### src/rtl/shift_pkg.sv
// shift_pkg: shared beat-mode encodings, widths and byte-acceptance helper for the shift blocks
package shift_pkg;
  localparam logic MODE_BIT = 1'b0;
  localparam logic MODE_BYTE = 1'b1;
  localparam int DEF_WIDTH = 64;
  localparam int BYTE_W = 8;
  function automatic logic byte_fits(input int cnt, input int width);
    return cnt <= width - BYTE_W;
  endfunction
endpackage

### src/rtl/shift_deser_out_stage.sv
// shift_deser_out_stage: 1-entry output holding register; ports: clk, reset, load/load_data/load_bits in, out_ready in, out_free/out_valid/out_data/out_bits out
module shift_deser_out_stage #(
  parameter int WIDTH = 64,
  parameter int CNT_W = 7
) (
  input  logic             clk,
  input  logic             reset,
  input  logic             load,
  input  logic [WIDTH-1:0] load_data,
  input  logic [CNT_W-1:0] load_bits,
  input  logic             out_ready,
  output logic             out_free,
  output logic             out_valid,
  output logic [WIDTH-1:0] out_data,
  output logic [CNT_W-1:0] out_bits
);
  assign out_free = !out_valid || out_ready;
  always_ff @(posedge clk) begin
    if (reset) begin
      out_valid <= 1'b0;
      out_data <= '0;
      out_bits <= '0;
    end else if (load) begin
      out_valid <= 1'b1;
      out_data <= load_data;
      out_bits <= load_bits;
    end else if (out_ready) begin
      out_valid <= 1'b0;
    end
  end
endmodule

### src/rtl/shift_deser64.sv
// shift_deser64: MSB-first bit/byte stream to word deserializer; ports: clk, reset, in_valid/in_ready/in_mode/in_data, flush, out_valid/out_ready/out_data/out_bits
module shift_deser64 import shift_pkg::*; #(
  parameter int WIDTH = DEF_WIDTH,
  parameter int CNT_W = 7
) (
  input  logic             clk,
  input  logic             reset,
  input  logic             in_valid,
  output logic             in_ready,
  input  logic             in_mode,
  input  logic [7:0]       in_data,
  input  logic             flush,
  output logic             out_valid,
  input  logic             out_ready,
  output logic [WIDTH-1:0] out_data,
  output logic [CNT_W-1:0] out_bits
);
  localparam logic [CNT_W-1:0] FULL = CNT_W'(WIDTH);
  logic [WIDTH-1:0] acc, acc_n;
  logic [CNT_W-1:0] cnt, cnt_n;
  logic is_byte, accept, emit, load, out_free;
  assign is_byte = in_mode == MODE_BYTE;
  assign in_ready = !flush && cnt < FULL && (is_byte ? byte_fits(int'(cnt), WIDTH) : 1'b1);
  assign accept = in_valid && in_ready;
  assign acc_n = is_byte ? {acc[WIDTH-9:0], in_data} : {acc[WIDTH-2:0], in_data[0]};
  assign cnt_n = cnt + (is_byte ? CNT_W'(BYTE_W) : CNT_W'(1));
  // A held full word, or a flushed partial one; bits above cnt are always zero, so acc needs no masking.
  assign emit = out_free && (cnt == FULL || (flush && cnt != '0));
  assign load = (accept && cnt_n == FULL && out_free) || emit;
  always_ff @(posedge clk) begin
    if (reset || load) begin
      acc <= '0;
      cnt <= '0;
    end else if (accept) begin
      acc <= acc_n;
      cnt <= cnt_n;
    end
  end
  shift_deser_out_stage #(.WIDTH(WIDTH), .CNT_W(CNT_W)) u_out (
    .clk(clk),
    .reset(reset),
    .load(load),
    .load_data(accept ? acc_n : acc),
    .load_bits(accept ? FULL : cnt),
    .out_ready(out_ready),
    .out_free(out_free),
    .out_valid(out_valid),
    .out_data(out_data),
    .out_bits(out_bits)
  );
endmodule

### config.mk
export PLATFORM = sky130hd
export DESIGN_NAME = shift_deser64
export DESIGN_NICKNAME = d
export VERILOG_FILES = /design/src/rtl/shift_pkg.sv /design/src/rtl/shift_deser_out_stage.sv /design/src/rtl/shift_deser64.sv
export SDC_FILE = /design/constraint.sdc
export NUM_CORES = 1
export LEC_CHECK = 0
export ABC_AREA = 1
export CAP_MARGIN = 25
export CORE_MARGIN = 3
export CORE_UTILIZATION = 44
export CTS_CLUSTER_DIAMETER = 40
export CTS_CLUSTER_SIZE = 25
export DETAILED_ROUTE_END_ITERATION = 8
export PLACE_DENSITY_LB_ADDON = 0.25
export SLEW_MARGIN = 5
export SYNTH_ARGS = -nofsm -noshare
export SYNTH_HDL_FRONTEND = slang
export SYNTH_HIERARCHICAL = 1
export SYNTH_SLANG_ARGS = --single-unit
export TNS_END_PERCENT = 50
### constraint.sdc
create_clock -name clk -period 4.3 [get_ports clk]
set_input_delay 0.645 -clock clk [delete_from_list [all_inputs] [get_ports clk]]
set_output_delay 0.645 -clock clk [all_outputs]
set_load 0.1 [all_outputs]
# Word-level counts from Yosys, hierarchy flattened
# Index checks and enable logic that the tools add are counted.
[classes]
add_sub_neg = 1
order_cmp = 2
n_eq_ne = 2
n_mux = 7
n_reduce_logical = 15
[ops]
columns = ["cell", "count"]
rows = [
  ["64-bit 2-to-1 mux", 2],
  ["7-bit equality test (second input constant)", 2],
  ["7-bit by 4-bit adder with 7-bit output", 1],
  ["7-bit by 6-bit less-or-equal comparator with 1-bit output (second input constant)", 1],
  ["1-bit logical AND", 7],
  ["7-bit less-than comparator (second input constant)", 1],
  ["7-bit 2-to-1 mux", 1],
  ["7-bit nonzero test", 1],
  ["1-bit logical OR", 4],
  ["4-bit 2-to-1 mux", 1],
  ["1-bit 2-to-1 mux", 3],
  ["1-bit logical NOT", 2],
  ["2-bit nonzero test", 1],
]
[word_totals]
ff_bits = 143
output_inout_bits = 73
elab_cells = 32

# Logic depth before layout (Yosys ltp)
# Gate-level depths: netlist of run 1.
[logic_depth]
depth_word = 8
depth_mapped = 20

# Cells and area by module
# Netlist of run 1, hierarchy kept.
[modules_own_cells]
columns = ["mod", "instances", "cells_per_inst", "area_per_inst_um2", "seq_area_each_um2"]
rows = [
  ["shift_deser64", 1, 644, 3946.3, 1421.4],
  ["shift_deser_out_stage", 1, 312, 2491.1, 1441.4],
]

# Least setup slack after synthesis of run 1
# No wires, ideal clock.
[synth_timing]
path_type = "input-to-output"
start = "input flush"
end = "output in_ready"
t_arrival_ps = 2988
required_time_ps = 3655
setup_slack_ps = 667
cell_stages = 2
path_buffers = 0
cell_sequence = "nor2_1 a21boi_0"
[synth_via]
elab_chain_len = 3
[synth_lines]
columns = ["element", "line", "rtl"]
rows = [
  ["start: declaration", "shift_deser64.sv:12", "input logic flush,"],
  ["1-bit logical NOT", "shift_deser64.sv:23", "assign in_ready = !flush && cnt < FULL && (is_byte ? byte_fits(int'(cnt), WIDTH) : 1'b1);"],
  ["1-bit logical AND (2 in series)", "shift_deser64.sv:23", ""],
  ["end: declaration", "shift_deser64.sv:9", "output logic in_ready,"],
]
# No other way between the ends.

# Worst setup path after layout of run 1
[layout_timing]
start = "input in_mode"
end = "register acc[22]"
[layout_via]
elab_chain_len = 7
elab_cells_between_ends = 12
[layout_lines]
columns = ["element", "line", "rtl"]
rows = [
  ["start: declaration", "shift_deser64.sv:10", "input logic in_mode,"],
  ["4-bit 2-to-1 mux", "shift_deser64.sv:26", "assign cnt_n = cnt + (is_byte ? CNT_W'(BYTE_W) : CNT_W'(1));"],
  ["7-bit by 4-bit adder with 7-bit output", "shift_deser64.sv:26", ""],
  ["net cnt_n[1]", "shift_deser64.sv:20", "logic [CNT_W-1:0] cnt, cnt_n;"],
  ["7-bit equality test", "shift_deser64.sv:29", "assign load = (accept && cnt_n == FULL && out_free) || emit;"],
  ["1-bit logical AND (2 in series)", "shift_deser64.sv:29", ""],
  ["1-bit logical OR", "shift_deser64.sv:29", ""],
  ["1-bit logical OR", "shift_deser64.sv:31", "if (reset || load) begin"],
  ["end signal: assignment", "shift_deser64.sv:35", "acc <= acc_n;"],
  ["end: declaration", "shift_deser64.sv:19", "logic [WIDTH-1:0] acc, acc_n;"],
]
# The timed path passes the listed nets, and every way through them passes these cells.
# A chain may end at the register's enable or synchronous reset.

==> out/results.ini, run 1 <==
[outcome]
outcome = completed

[setup_path]
required_ps = 4570
arrival_ps = 2960
crit_path_start_kind = input pin
cp_max_fo = 71
critPathKind = input pin to flop
end_kind = flop
r2r_slack_ps = 1900

[yosys]
syn_area_per_cell_um2 = 6.73
synth_cell_type_count = 27
ys_seq_area_frac = 0.445
syn-cell-area_mm2 = 0.00644
yosysTopAreaCell = dfxtp_1
netlist_top_cells_area = dfxtp_1, nor2_1, o21ai_0
synth.top_cell.area_share = 0.445
ys_ff_latch = 143
synth.net_count = 973
syn_inst = 956
yosys_warnings = 6

[global_routing]
grt_max_degree = 81
antenna_found_initial = 0
track_usage = 0.182
grt_pass1_vias = 5253
grt_first_pass_wirelength_um = 24100
overflow = 0

[die]
rows = 43
floorplan.initialDensity = 0.457
die_height_um = 127
ios = 87
dieArea_mm2 = 0.0161
core-area_mm2 = 0.0141
die_w_um = 127

[placement]
dp_hpwl_um = 9160
placed_area_mm2 = 0.00719
post-place-cells = 1169
gp_congestion = 0.802
io_buffers = 86
post-place-ws_ps = 1160

[power_and_ir_drop]
ir_drop_mv = 0.277
power_density_mw_per_mm2 = 486
leakagePower_nw = 3.91

[route]
drc_errors = 0
vias = 5611
dr.first_iter.drc_count = 383
drtAntennaViolNets = 0
drt_pass1_iterations = 5
routed_wl_um = 14200
wl_per_cell_um = 11.8
routed_via_density = 4.67

[sta]
whs_ps = 494
drv_slew = 0
period_share = 0.625
maxSlewHeadroom = 0.338
rsz0062_at_grt = false
setup_viol = 0
layout_min_cycle_time_ps = 2690
hold_violations = 0
tightest_slew_ps = 990
skew_ps = 15.7
fmax_mhz = 372
tns_ps = 0
layout_setup_ws_ps = 1610

[clock_network]
cts_buffers = 17
holdBufCountCts = 0
clockBufferDepth = 2
post_cts_buffers = 0
cts_sinks = 143
cts_root_buf = clkbuf_16
ctsResizeCount = 0
path_clk_slew_ps = 50
clock_latency_ps = 420
cts_tree = built
htree_num_levels = 4

[cells_and_area]
design_area_mm2 = 0.00785
diodes = 0
layout-drive-gt1-share = 0.0528
area_growth_pct = 22.0
nFillCells = 1393
nNetsFinal = 1026
stdcell_count = 1202

[run]
max_cap_violations = 0

[hold_path]
hold_class = flop to flop

==> final timing paths <==
kind | from | endpoint | depth (start not counted)
max | in_mode | acc[22]$_SDFF_PP0_ | 14
min | u_out/out_data[53]$_SDFFE_PP0P_ | u_out/out_data[53]$_SDFFE_PP0P_ | 2
max reg2reg | cnt[0]$_SDFFE_PP0N_ | acc[22]$_SDFF_PP0_ | 10
min reg2reg | u_out/out_data[53]$_SDFFE_PP0P_ | u_out/out_data[53]$_SDFFE_PP0P_ | 2
==> cell families (layout without fill, tap and decap cells) <==
family	Yosys count	count (layout)	share of synthesized area
AO/OA/AOI/OAI	207	207	0.162
AND/OR/NAND/NOR	390	390	0.237
flip-flops	143	143	0.445
adder cells (fa/ha/maj)	3	3	0.00583
buffers and inverters	213	279	0.151
==> cell type report <==
class | instances | area, um2 | area share
Sequential cell | 143 | 2860 | 0.365
Multi-Input combinational cell | 600 | 2610 | 0.332
Timing Repair Buffer | 92 | 933 | 0.119
Inverter | 155 | 589 | 0.0750
Clock buffer | 28 | 537 | 0.0683
Tap cell | 180 | 225 | 0.0287
Clock inverter | 4 | 95.1 | 0.0121
==> metal layers <==
layer  track usage  part of all wire  up-vias
met1         0.239              0.48     2469
met2         0.291              0.46      115
met4        0.0593            0.0070        0
met5             0                 0        -
li1              -                 -     3019
met3        0.0463             0.049        8
==> worst max-delay path, stage by stage <==
cell,delay [ps]
buf_4,370
inv_1,90
ha_1,220
ha_1,270
inv_1,70
nand2_1,60
nor2_1,90
nand3_1,70
nor2_1,90
nand3_1,70
nand2_1,80
nand2_2,80
nand2_4,640
nor2_1,90
==> cell usage in the layout (no fill, tap or decap), drive strengths merged <==
cell type / count
clkbuf: 28
nor3: 1
dfxtp: 143
clkinv: 1
nand2: 157
or2: 2
bufinv: 3
a21boi: 1
nor2: 223
ha: 3
nand3: 6
clkdlybuf4s50: 84
a31oi: 1
inv: 155
nand3b: 1
o21ai: 200
buf: 8
a21oi: 5
==> flip-flops by register name, indices dropped and copies added, names as in the netlist <==
name,count
u_out/out_valid,1
cnt,7
u_out/out_data,64
u_out/out_bits,7
acc,64
==> through the flow <==
step	total power, mW	utilization
after floorplan	2.14	-
after global placement	2.29	0.510
after detailed placement	2.30	0.510
after CTS	3.85	0.555
after global routing	3.98	0.557
final	3.81	0.557
==> Yosys cell counts (all sizes together) <==
library cell / instances
inv: 155
ha: 3
buf: 38
a21oi: 5
a31oi: 1
a21boi: 1
nand2: 157
or2: 2
nand3: 6
nor2: 223
nand3b: 1
dfxtp: 143
o21ai: 200
clkbuf: 20
nor3: 1
==> where the power goes <==
part	switching (mW)	internal [mW]	total, mW
sequential	0.0457	1.42	1.46
combinational	0.616	0.192	0.808
clock	0.520	1.02	1.54
total	1.18	2.63	3.81
(Power assumes the default switching activity.)
==> run 2, diff against run 1 <==
clock period = 2.3 ns   (was 4.3 ns; I/O delays follow)
==> run 2 against run 1 <==
  * Wire length is 2.1% lower
  * Non-clock buffer count is 7 higher
  * Clock power is 88% higher
  * Global-route usage shrank 0.26 points
  * Flip-flop and latch count is the same
  * Critical endpoint is now u_out/out_data[24]$_SDFFE_PP0P_
  * Largest power group unchanged
==> out/results.ini, run 2 (same netlist as run 1, synthesis figures left out) <==
[global_routing]
overflow = 0
grt_pass1_vias = 5153
grt_use_met3 = 0.0429
grt_max_degree = 83
antenna_found_initial = 0
top_usage_layer = met2
met2_usage = 0.288
met1_usage = 0.236
grt_first_pass_wirelength_um = 23900
track_usage = 0.179

[die]
core-area_mm2 = 0.0141
die_w_um = 127
ios = 87
floorplan.initialDensity = 0.457
dieArea_mm2 = 0.0161
rows = 43
die_height_um = 127

[setup_path]
cp_max_fo = 31
crit_path_start_kind = flop
required_ps = 2600
end_kind = flop
critPathKind = flop to flop
arrival_ps = 2360

[sta]
skew_ps = 8.53
hold_violations = 0
rsz0062_at_grt = false
tightest_slew_ps = 613
fmax_mhz = 486
drv_slew = 0
period_share = 0.895
setup_viol = 0
layout_min_cycle_time_ps = 2060
tns_ps = 0
maxSlewHeadroom = 0.591

[cells_and_area]
design_area_mm2 = 0.00779
area_growth_pct = 21.0
final_common_cell = nor2_1
layout-drive-gt1-share = 0.131
diodes = 0
utilization = 0.553
layout_common_cells = nor2_1, o21ai_0, nand2_1
nFillCells = 1425
nNetsFinal = 1033
reg_top3 = acc (64), u_out/out_data (64)

[clock_network]
clock_latency_ps = 420
cts_sinks = 143
htree_num_levels = 4
cts_buffers = 17
clockBufferDepth = 2
cts_tree = built
path_clk_slew_ps = 60
cts_root_buf = clkbuf_16
holdBufCountCts = 0

[hold_path]
hold_class = flop to flop

[placement]
gp_congestion = 0.881
io_buffers = 86
dp_hpwl_um = 9280
placed_area_mm2 = 0.00715

[power_and_ir_drop]
ir_drop_mv = 0.524
leakagePower_nw = 4.11
power_density_mw_per_mm2 = 915

[route]
vias = 5614
drtAntennaViolNets = 0
wl_per_cell_um = 11.5
dr.first_iter.drc_count = 342
routed_via_density = 4.65
drc_errors = 0
routed_wl_um = 13900
drt_pass1_iterations = 5

[run]
max_cap_violations = 0

[outcome]
outcome = completed

==> run 2: changes by cell type in the layout (fill, tap and decap cells not counted), sizes merged <==
cell,previous run,this run
clkdlybuf4s50,84,12
bufinv,3,4
clkbuf,28,21
buf,8,87
clkinv,1,6
==> run 2: power by group <==
| part | internal [mW] | switching, mW |
|---|---|---|
| Sequential | 2.65 | 0.0848 |
| Clock | 1.87 | 1.02 |
| Combinational | 0.354 | 1.15 |
| Total | 4.87 | 2.26 |
==> run 2: final cells by class <==
class	count	area, um2	area share
multi-input combinational	600	2620	0.336
tap	180	225	0.0289
clock inverter	10	161	0.0207
timing repair buffer	99	873	0.112
clock buffer	21	460	0.0591
sequential	143	2860	0.367
inverter	155	592	0.0760
==> run 2: worst paths after layout <==
| check | from | to | slack, ps | cells after the start |
|---|---|---|---|---|
| hold / removal | u_out/out_data[42]$_SDFFE_PP0P_ | u_out/out_data[42]$_SDFFE_PP0P_ | 500 | 2 |
| setup reg to reg | cnt[0]$_SDFFE_PP0N_ | u_out/out_data[24]$_SDFFE_PP0P_ | 240 | 15 |
| hold reg to reg | u_out/out_data[42]$_SDFFE_PP0P_ | u_out/out_data[42]$_SDFFE_PP0P_ | 500 | 2 |
| setup / recovery | cnt[0]$_SDFFE_PP0N_ | u_out/out_data[24]$_SDFFE_PP0P_ | 240 | 15 |
==> run 2: stage by stage <==
stage | std cells | total power [mW] | setup WS (ps) | hold WS (ps)
after floorplan | 956 | 4.00 | 40.2 | 414
after global placement | 1177 | 4.29 | 23.6 | 476
after detailed placement | 1177 | 4.30 | -7.02 | 484
after CTS | 1208 | 7.19 | 128 | 501
after global routing | 1208 | 7.43 | 42.1 | 528
final | 1208 | 7.13 | 242 | 496
==> run 2: worst max-delay path, cell delays in order (launching register included) <==
cell and delay, ps:
dfxtp_1 320, ha_1 200, ha_1 270, inv_1 70
nand2_1 50, nor2_1 90, nand3_1 70, nor2_1 90
nand3_1 70, nand2_1 80, nand2_2 100, inv_4 130
inv_8 50, buf_12 150, nor2_1 130, nor2_1 70
==> run 2: per-layer routing <==
| metal | up-vias | wire (um) |
|---|---|---|
| met5 | - | 0 |
| met4 | 0 | 182 |
| met3 | 16 | 594 |
| met2 | 106 | 6530 |
| met1 | 2463 | 6640 |
| li1 | 3029 | - |
==> run 2: what timing repair did <==
| item | in CTS | in global routing |
|---|---|---|
| endpoints found under the setup margin | 0 | 31 |
| setup buffers | 0 | 0 |
| resized for setup | 0 | 4 |
==> run 3, diff against run 2 <==
SETUP_SLACK_MARGIN = 0.5   (was unset)
==> run 3 against run 2 <==
  * Critical endpoint is now u_out/out_data[55]$_SDFFE_PP0P_
  * Cell count rose by 0.91%
  * Global-route usage rose by 0.39 points
  * Core utilization rose by 3.0 points
  * Flip-flop and latch count did not move
  * Clock skew fell by 0.80 ps
  * Power barely moved
  * Combinational power rose by 10%
  * Die area did not move
  * Critical path type unchanged
  * Worst setup slack improved by 64 ps
==> out/results.ini, run 3 (same netlist as run 1, synthesis figures left out) <==
[clock_network]
path_clk_slew_ps = 60
clock_latency_ps = 430
clockBufferDepth = 2
cts_root_buf = clkbuf_16
holdBufCountCts = 0
cts_buffers = 17
cts_sinks = 143
cts_tree = built
htree_num_levels = 4

[placement]
placed_area_mm2 = 0.00717
io_buffers = 86
post-place-ws_ps = 98.4
gp_congestion = 0.893
dp_hpwl_um = 9160

[sta]
rsz0062_at_grt = true
hold_violations = 0
setup_viol = 0
tightest_slew_ps = 562
layout_setup_ws_ps = 306
tns_ps = 0
skew_ps = 7.73
period_share = 0.867
drv_slew = 0
maxSlewHeadroom = 0.625
layout_min_cycle_time_ps = 1990
fmax_mhz = 501

[cells_and_area]
area_growth_pct = 27.6
layout_common_cells = nor2_1, inv_1, nand2_1
nFillCells = 1355
nNetsFinal = 1043
reg_top3 = acc (64), u_out/out_data (64)
layout-drive-gt1-share = 0.190
diodes = 0
design_area_mm2 = 0.00822
final_common_cell = nor2_1

[power_and_ir_drop]
power_density_mw_per_mm2 = 868
leakagePower_nw = 4.17
ir_drop_mv = 0.583

[die]
ios = 87
die_w_um = 127
floorplan.initialDensity = 0.457
die_height_um = 127
rows = 43
dieArea_mm2 = 0.0161
core-area_mm2 = 0.0141

[setup_path]
critPathKind = flop to flop
required_ps = 2660
crit_chain = ha_4 > ha_4 > inv_2 > nand2_2 > nor2_2 > nand3_1 > nor2_1 > nand3_1 > nand2_2 > nand2_8 > clkinv_8 > clkbuf_16 > o21ai_0 > nor2_1
cp_slowest_cell = dfxtp_4
critPathMaxStageDelay_ps = 360
crit_path_start_kind = flop
path_buf_inv = 3
cp_max_fo = 9
end_kind = flop
arrival_ps = 2360
cp_top_family = simple AND/OR/NAND/NOR gates

[run]
max_cap_violations = 0

[global_routing]
grt_pass1_vias = 5253
antenna_found_initial = 0
overflow = 0
grt_max_degree = 94
grt_first_pass_wirelength_um = 24300
track_usage = 0.183

[route]
drc_errors = 0
drtAntennaViolNets = 0
wl_per_cell_um = 13.3
vias = 5806
routed_via_density = 4.76
dr.first_iter.drc_count = 432
routed_wl_um = 16300
drt_pass1_iterations = 5

[hold_path]
hold_class = flop to flop

[outcome]
outcome = completed

-- run 3: cell count changes in the layout (fill, tap and decap cells not counted), sizes merged --
cell | before | now
bufinv | 4 | 2
buf | 87 | 89
clkbuf | 21 | 27
clkinv | 6 | 8
clkinvlp | 0 | 3
-- run 3: tightest hold or removal path: cells and delay by family (launching register included) --
kind             cells  cell delay, ps
AND/OR/NAND/NOR      1              70
AO/OA/AOI/OAI        1              60
flip-flops           1             330
-- run 3: layer usage --
metal / wire (um) / GRT usage
met5: 0 / 0
met4: 267 / 0.0606
met3: 757 / 0.0522
met2: 7650 / 0.289
met1: 7580 / 0.241
-- run 3: power by group --
part / total [mW] / internal, mW / leakage [nW] / switching, mW
clock: 2.73 / 1.67 / 0.282 / 1.06
sequential: 2.75 / 2.65 / 1.17 / 0.0940
combinational: 1.65 / 0.420 / 2.72 / 1.23
-- run 3: layout make-up --
| cell class | count | area, um2 | share of cell area |
|---|---|---|---|
| Tap cell | 180 | 225 | 0.0274 |
| Clock inverter | 10 | 111 | 0.0136 |
| Timing Repair Buffer | 106 | 1040 | 0.126 |
| Sequential cell | 143 | 2870 | 0.349 |
| Timing Repair inverter | 3 | 57.6 | 0.00701 |
| Clock buffer | 22 | 474 | 0.0577 |
| Multi-Input combinational cell | 600 | 2820 | 0.343 |
| Inverter | 155 | 623 | 0.0758 |
-- run 3: metrics by stage --
step                       util  hold slack [ps]  power, mW  cells
after global placement    0.509              477       4.29   1175
after CTS                 0.554              500       7.04   1209
after floorplan               -              414       4.01    956
final                     0.583              484       7.13   1219
after detailed placement  0.509              484       4.30   1175
after global routing      0.583              518       7.43   1219
-- run 3: repair_timing --
| item | CTS | global route |
|---|---|---|
| pin swaps | 0 | 36 |
| gates cloned | 1 | 10 |
| buffers inserted | 1 | 0 |
| setup endpoints to repair | 141 | 142 |
| gates resized for setup | 8 | 116 |
-- run 3: path summary, 6_finish.rpt --
kind,slack (ps),depth (start not counted),from,to
max,310,14,cnt[0]$_SDFFE_PP0N_,u_out/out_data[55]$_SDFFE_PP0P_
min,480,2,u_out/out_data[0]$_SDFFE_PP0P_,u_out/out_data[0]$_SDFFE_PP0P_
max reg2reg,310,14,cnt[0]$_SDFFE_PP0N_,u_out/out_data[55]$_SDFFE_PP0P_
min reg2reg,480,2,u_out/out_data[0]$_SDFFE_PP0P_,u_out/out_data[0]$_SDFFE_PP0P_
